File: src/rtl/bin2bcd_seq.sv
// Sequential binary-to-BCD converter (shift-and-add-3), one bit per clock.
// Start/busy/done handshake; bcd only changes on the done edge.
module bin2bcd_seq #(
   parameter int WIDTH  = 8,
   parameter int DIGITS = 3
) (
   input  logic                  clk,
   input  logic                  rst_n,
   input  logic                  start,
   input  logic [WIDTH-1:0]      bin,
   output logic                  busy,
   output logic                  done,
   output logic [4*DIGITS-1:0]   bcd
);

   localparam int CW = $clog2(WIDTH + 1);
   localparam int SW = 4 * DIGITS;

   typedef enum logic {IDLE, CONV} state_t;

   state_t           state_q, state_d;
   logic [WIDTH-1:0] shift_q, shift_d;
   logic [SW-1:0]    scratch_q, scratch_d;
   logic [SW-1:0]    bcd_q, bcd_d;
   logic [CW-1:0]    cnt_q, cnt_d;
   logic             busy_q, busy_d;
   logic             done_q, done_d;

   logic [SW-1:0]       scratch_adj;
   logic [SW+WIDTH-1:0] joined_shl;

   // Digits >= 5 get +3 before the shift so they carry correctly into the next decade.
   generate
      for (genvar gi = 0; gi < DIGITS; gi++) begin : g_adj
         assign scratch_adj[4*gi +: 4] = (scratch_q[4*gi +: 4] >= 4'd5)
                                         ? scratch_q[4*gi +: 4] + 4'd3
                                         : scratch_q[4*gi +: 4];
      end
   endgenerate

   assign joined_shl = {scratch_adj, shift_q} << 1;

   always_comb begin
      state_d   = state_q;
      shift_d   = shift_q;
      scratch_d = scratch_q;
      bcd_d     = bcd_q;
      cnt_d     = cnt_q;
      busy_d    = busy_q;
      done_d    = 1'b0;
      case (state_q)
         IDLE: begin
            if (start) begin
               state_d   = CONV;
               busy_d    = 1'b1;
               shift_d   = bin;
               scratch_d = '0;
               cnt_d     = CW'(WIDTH);
            end
         end
         CONV: begin
            {scratch_d, shift_d} = joined_shl;
            cnt_d = cnt_q - CW'(1);
            if (cnt_q == CW'(1)) begin
               state_d = IDLE;
               busy_d  = 1'b0;
               done_d  = 1'b1;
               bcd_d   = joined_shl[WIDTH +: SW];
            end
         end
         default: state_d = IDLE;
      endcase
   end

   always_ff @(posedge clk or negedge rst_n) begin
      if (!rst_n) begin
         state_q   <= IDLE;
         shift_q   <= '0;
         scratch_q <= '0;
         bcd_q     <= '0;
         cnt_q     <= '0;
         busy_q    <= 1'b0;
         done_q    <= 1'b0;
      end else begin
         state_q   <= state_d;
         shift_q   <= shift_d;
         scratch_q <= scratch_d;
         bcd_q     <= bcd_d;
         cnt_q     <= cnt_d;
         busy_q    <= busy_d;
         done_q    <= done_d;
      end
   end

   assign busy = busy_q;
   assign done = done_q;
   assign bcd  = bcd_q;

endmodule
File: config.mk
export PLATFORM = sky130hd
export DESIGN_NAME = bin2bcd_seq
export DESIGN_NICKNAME = d
export VERILOG_FILES = /design/src/rtl/bin2bcd_seq.sv
export SDC_FILE = /design/constraint.sdc
export NUM_CORES = 1
export LEC_CHECK = 0
export ABC_AREA = 1
export CAP_MARGIN = 20
export CORE_UTILIZATION = 58
export CTS_CLUSTER_DIAMETER = 120
export DETAILED_ROUTE_END_ITERATION = 8
export PLACE_DENSITY = 0.8
export SLEW_MARGIN = 20
export SYNTH_ARGS = -nofsm -noshare
export SYNTH_HDL_FRONTEND = slang
export SYNTH_SLANG_ARGS = --single-unit
File: constraint.sdc
create_clock -name clk -period 2.9 [get_ports clk]
set_clock_uncertainty 0.2 [all_clocks]
set_input_delay 0.58 -clock clk [delete_from_list [all_inputs] [get_ports clk]]
set_output_delay 0.58 -clock clk [all_outputs]
set_load 0.1 [all_outputs]
==> results.md, run 1 <==
- Status: finished, final reports clean
- Clock latency at the later pin of the worst-skew pair: between 0.3 and 0.4 ns
- Post-synthesis sequential area ratio: 0.5197
- WL/cell: roughly 12 microns
- Cell family with most CP delay: flip-flops
- Post-synthesis instance total: 221
- Post-CTS resize count: 0
- Crit-path slowest cell: dfrtp_1
- Clock transition at path regs: ~0.10 ns
- Drt first pass iters: 4
- Slew Viols, Final: 0
- Yosys top cell by area: dfrtp_1
- Worst setup margin: 1.029 ns
- Fin util: 0.6934
- Initial drt markers: a little under 70
- Critical Path Max Stage Delay: 0.82 ns
- Worst reg-to-reg path cell count: 4
- Setup Buffers After CTS: 0
- R2R Path End: bcd[4]
- Flops & latches, synth: 39
- Vias in the first global route: around 1300
- Die area: roughly 3500 sq um
- Ranking of synthesized cells by area: dfrtp_1 (52%), nand2_1 (17%), nand3_1 (6.7%)
- Post-route DRC violation count: 0
- Fin crit share: 0.6450
- Die extent in y: about 59 microns
- Max-Cap Viols: 0
- Unrepaired setup endpoints after global routing: false
- Port bufs: 24
- GRT Residual Overflow: 0
- Worst hold path type: input pin to async pin
- Area growth, synth to finish: 12.72%
- Gr usage total: 0.2317
- CP arrival: just under 2 ns
- Layout cells sized above 1: 0.1102
- Mapped Nets: 240
- CP Capture Type: flop
- DRT Wirelength: ~3.4 mm
- Root buffer cell: clkbuf_4
- Setup violators final: 0
- Crit path required time: ~3.0 ns
- Hold buffers post-CTS: 0
- Global-route wire length before repair: 5.830 mm
- R2r startpoint: state_q
- Fin. Hold Viols: 0
- Type of origin of the critical path: flop
- Core area: roughly 3100 sq um
- Synth top area share: 0.5197
- Routed vias: about 1400
- Fmax achieved: 534.6 MHz
- Syn Area/Cell: between 8 and 9 sq um
- Vias per cell: around 5
- GPL Wtd Cong: between 0.7 and 0.8
- Most frequent cells in the layout: nand2_1 (84), dfrtp_1 (39), nand3_1 (25), inv_1 (20), buf_4 (14)
- ANT nets after route: 0
- Commonest non-fill, non-tap cell in the layout: nand2_1
- DP HPWL: 2.359 mm
- Starting density of the core: 0.6152
- Rel. slew slack: 0.4294
- Worst Tran Pin Value: roughly 0.86 ns
- Yosys cell types: 21
- Post-route minimum period: around 1.9 ns
- WS Path Type: flop to flop
- TritonCTS buffer count: 5
- Setup Slack @ Placement: 0.9060 ns
- Row cnt: 20
- CP Buf/Inv Count: 1
- Num ports: 25
- Worst R2R Setup Slack: 1.03 ns
- H-tree levels: 2
- CTS Buffer Depth: 2
- Crit path cell chain: nand3_4, inv_2, nand3_1, nand2_1
- CP max FO: 18
- Clk sink count: 39
- Initial antenna violation count: 0
- # nets final: 265
- Cell Area, Synth: 1878 sq um
- CTS tree: done
- Largest net degree at the start of global routing: 40
- Setup TNS: 0 ns
- # diodes: 0
- Chip width: 58.91 microns
- Synth warnings: 0
[how the worst max path moves through the flow]
stage             from         end  slack (ns)  cells past startpoint
3_3_place_gp     start  shift_q[1]        0.95                      6
4_1_cts        state_q      bcd[4]        1.02                      4
3_5_place_dp     start  shift_q[1]        0.91                      6
6_report       state_q      bcd[4]        1.03                      4
5_1_grt        state_q      bcd[4]        0.90                      4
2_1_floorplan   bcd[0]      bcd[0]        1.22                      0
[kinds of logic after synthesis]
logic type | synth area share
xor gates and xnor gates | 0.004664
AOI/OAI and AO/OA | 0.05929
buffers and inverters | 0.07994
and+or+nand+nor | 0.2831
DFF | 0.5197
adders and majority gates | 0.05330
[worst register-to-register path: cells and delay by family (launching register included)]
| family | cells | cell delay, ns |
|---|---|---|
| simple gates | 3 | 0.52 |
| buf+inv | 1 | 0.27 |
| flops | 1 | 0.82 |
[sequential cells by signal, indices dropped and copies added (netlist names)]
| register | count |
|---|---|
| bcd | 12 |
| busy | 1 |
| cnt_q | 4 |
| done | 1 |
| scratch_q | 12 |
| shift_q | 8 |
| state_q | 1 |
[cells in the mapped netlist]
master and instances:
nor2_1 5, buf_4 1, a21oi_1 1, inv_2 3, nand3_4 1, buf_2 1
xnor2_1 1, nand3_1 25, inv_4 1, nor2_4 1, inv_1 20, dfrtp_1 39
buf_6 4, o22ai_1 5, ha_1 8, nand2_2 1, o21ai_1 2, nand2_1 84
nand4_1 6, o211ai_1 2, o21ai_0 10
[cell type report]
cell class | count | area, sq um
Sequential cell | 39 | 975.9
Timing Repair Buffer | 24 | 200.2
Multi-Input combinational cell | 152 | 752.0
Fill cell | 273 | 935.9
Clock buffer | 6 | 41.29
Inverter | 24 | 92.59
Tap cell | 44 | 55.05
[through the flow]
| step | instances | cell area, sq um | hold WS, ns |
|---|---|---|---|
| finish | 289 | 2117 | 0.1347 |
| global route | 289 | 2117 | 0.1835 |
| CTS | 289 | 2117 | 0.1452 |
| detailed placement | 283 | 2076 | 0.2684 |
| global placement | 283 | 2076 | 0.2654 |
| floorplan | 221 | 1878 | 0.08441 |
[metal layers]
metal,global-route usage,vias up,wire length [microns]
li1,-,753,-
met1,0.3127,658,1667
met2,0.3474,32,1514
met5,0,-,0
met3,0.06813,6,151
met4,0.1054,0,62
Power of run 1 is not shown: default switching activity piles up to over one toggle a cycle in this logic, so the estimate is an artifact.
==> inputs of run 2 (changes only) <==
CORE_UTILIZATION = 49   (was 58)
PLACE_DENSITY = 0.72   (was 0.8)
clock period = 1.7 ns   (was 2.9 ns; I/O delays follow)
==> run 2 against run 1 <==
Flip-flop and latch count stayed put. Maximum frequency rose by 21%. Core utilization down 3.7 points. Die area rose by 18%. Clock-buffer cell count increased by 1. Global-route usage down 2.5 points. Critical path depth up 2. Worst setup slack got worse by 0.87 ns. Sequential share of layout area shrank 5.5 points. Via count rose by 5.1%. Non-clock buffer count grew 7. Critical endpoint is now bcd[6]. Highest routed layer unchanged.
==> results.md, run 2 (synthesis gave the netlist of run 1 again) <==
- CP Capture Type: flop
- Global-route wire length before repair: 6.348 mm (+8.9%)
- Drt first pass iters: 4 (unchanged)
- Crit path cell chain: inv_1, ha_1, nand3_4, inv_2, nand3_1, nand2_1
- Placed inst area: 2313 sq um (+11%)
- Setup violators final: 0 (unchanged)
- Chip width: 63.91 microns (+8.5%)
- Crit-path slowest cell: dfrtp_1
- ANT nets after route: 0 (unchanged)
- Row cnt: 22 (+10%)
- Clock transition at path regs: 0.07 ns (-0.03 ns)
- Die extent in y: 63.91 microns (+8.5%)
- Post-route minimum period: 1.543 ns (-0.3271 ns)
- Slew Viols, Final: 0 (unchanged)
- Worst setup margin: 0.1565 ns (-0.8729 ns)
- WL/cell: 12.15 microns (+3.4%)
- Max-Cap Viols: 0 (unchanged)
- Post-CTS resize count: 0 (unchanged)
- Setup TNS: 0 ns (unchanged)
- Hold_ws: 0.2834 ns (+0.1486 ns)
- R2r startpoint: cnt_q[1]
- Unrepaired setup endpoints after global routing: false
- Clk sink count: 39 (unchanged)
- Gr usage total: 0.2071 (-0.02462)
- Port bufs: 24 (unchanged)
- Initial antenna violation count: 0 (unchanged)
- Cell family with most CP delay: flip-flops
- FF+latch area: 975.9 sq um (unchanged)
- Vias in the first global route: 1436 (+9.9%)
- CTS Buffer Depth: 2 (unchanged)
- Commonest non-fill, non-tap cell in the layout: nand2_1
- GRT Residual Overflow: 0 (unchanged)
- Fin. Hold Viols: 0 (unchanged)
- Rel. slew slack: 0.7412 (+0.3117)
- Worst hold path type: flop to flop
- GPL Wtd Cong: 0.8378 (+7.3%)
- Status: finished, final reports clean
- Num ports: 25 (unchanged)
- Largest net degree at the start of global routing: 25 (-38%)
- HP Start: shift_q[6]
- CP arrival: 1.57 ns (-0.39 ns)
- Layout cells sized above 1: 0.1339 (+0.02365)
- Fin crit share: 0.9079 (+0.2629)
- Fmax achieved: 647.9 MHz (+21%)
- DRT Wirelength: 3.669 mm (+8.1%)
- Post-route DRC violation count: 0 (unchanged)
- Setup Slack @ Placement: 0.08289 ns (-0.8231 ns)
- Footprint of the multi-input gates: 752.0 sq um (unchanged)
- Final instance area: 2405 sq um (+14%)
- # diodes: 0 (unchanged)
- Routed vias: 1523 (+5.1%)
- TritonCTS buffer count: 5 (unchanged)
- WS Path Type: flop to flop
- # nets final: 272 (+2.6%)
- Core area: 3661 sq um (+20%)
- Critical Path Max Stage Delay: 0.36 ns (-0.46 ns)
- Type of origin of the critical path: flop
- H-tree levels: 2 (unchanged)
- DP HPWL: 2.700 mm (+14%)
- CTS tree: done
- Initial drt markers: 46 (-32%)
- Starting density of the core: 0.5130 (-0.1022)
- Setup Buffers After CTS: 0 (unchanged)
- Vias per cell: 5.043 (+0.58%)
- Hold buffers post-CTS: 1 (+1)
- Area growth, synth to finish: 28.05%
- CP Launch Point: cnt_q[1]
- Die area: 4084 sq um (+18%)
- CP max FO: 11 (-7)
- Most frequent cells in the layout: nand2_1 (84), dfrtp_1 (39), nand3_1 (25), inv_1 (20), buf_12 (15)
- Root buffer cell: clkbuf_8
- CP Buf/Inv Count: 2 (+1)
- Clock latency at the later pin of the worst-skew pair: 0.29 ns (-0.05 ns)
- Crit path required time: 1.73 ns (-1.26 ns)
- Worst Tran Pin Value: 0.3882 ns (-0.4676 ns)
- # fillers: 310 (+14%)
-- run 2: final timing paths --
check,end,depth (start not counted),slack (ns)
hold reg to reg,shift_q[6],2,0.28
setup reg to reg,bcd[6],6,0.16
max in group asynchronous,scratch_q[6],3,0.55
hold / removal,shift_q[6],2,0.28
min in group asynchronous,bcd[1],2,0.29
setup / recovery,bcd[6],6,0.16
-- run 2: tightest hold or removal path, cell delays in order (launching register included) --
cell     delay, ns
dfrtp_1       0.35
nand2_1       0.05
nand3_1       0.05
-- run 2: cell type report --
cell class | count | share of cell area
clock inverter | 1 | 0.002081
multi-input combinational | 152 | 0.3127
inverter | 24 | 0.03850
clock buffer | 7 | 0.03174
sequential | 39 | 0.4058
timing repair buffer | 31 | 0.1842
tap | 48 | 0.02497
-- run 2: metrics by stage --
stage	instances	util
3_5_place_dp	293	0.6319
6_report	302	0.6569
2_1_floorplan	221	-
4_1_cts	302	0.6569
3_3_place_gp	293	0.6319
5_1_grt	302	0.6569
-- run 2: metal layers --
layer | global-route usage | part of all wire | vias up
met3 | 0.04821 | 0.029 | 4
met4 | 0.09091 | 0.013 | 0
met1 | 0.2474 | 0.46 | 716
li1 | - | - | 778
met2 | 0.3537 | 0.50 | 25
met5 | 0 | 0 | -
Power of run 2 is left out for the same reason.
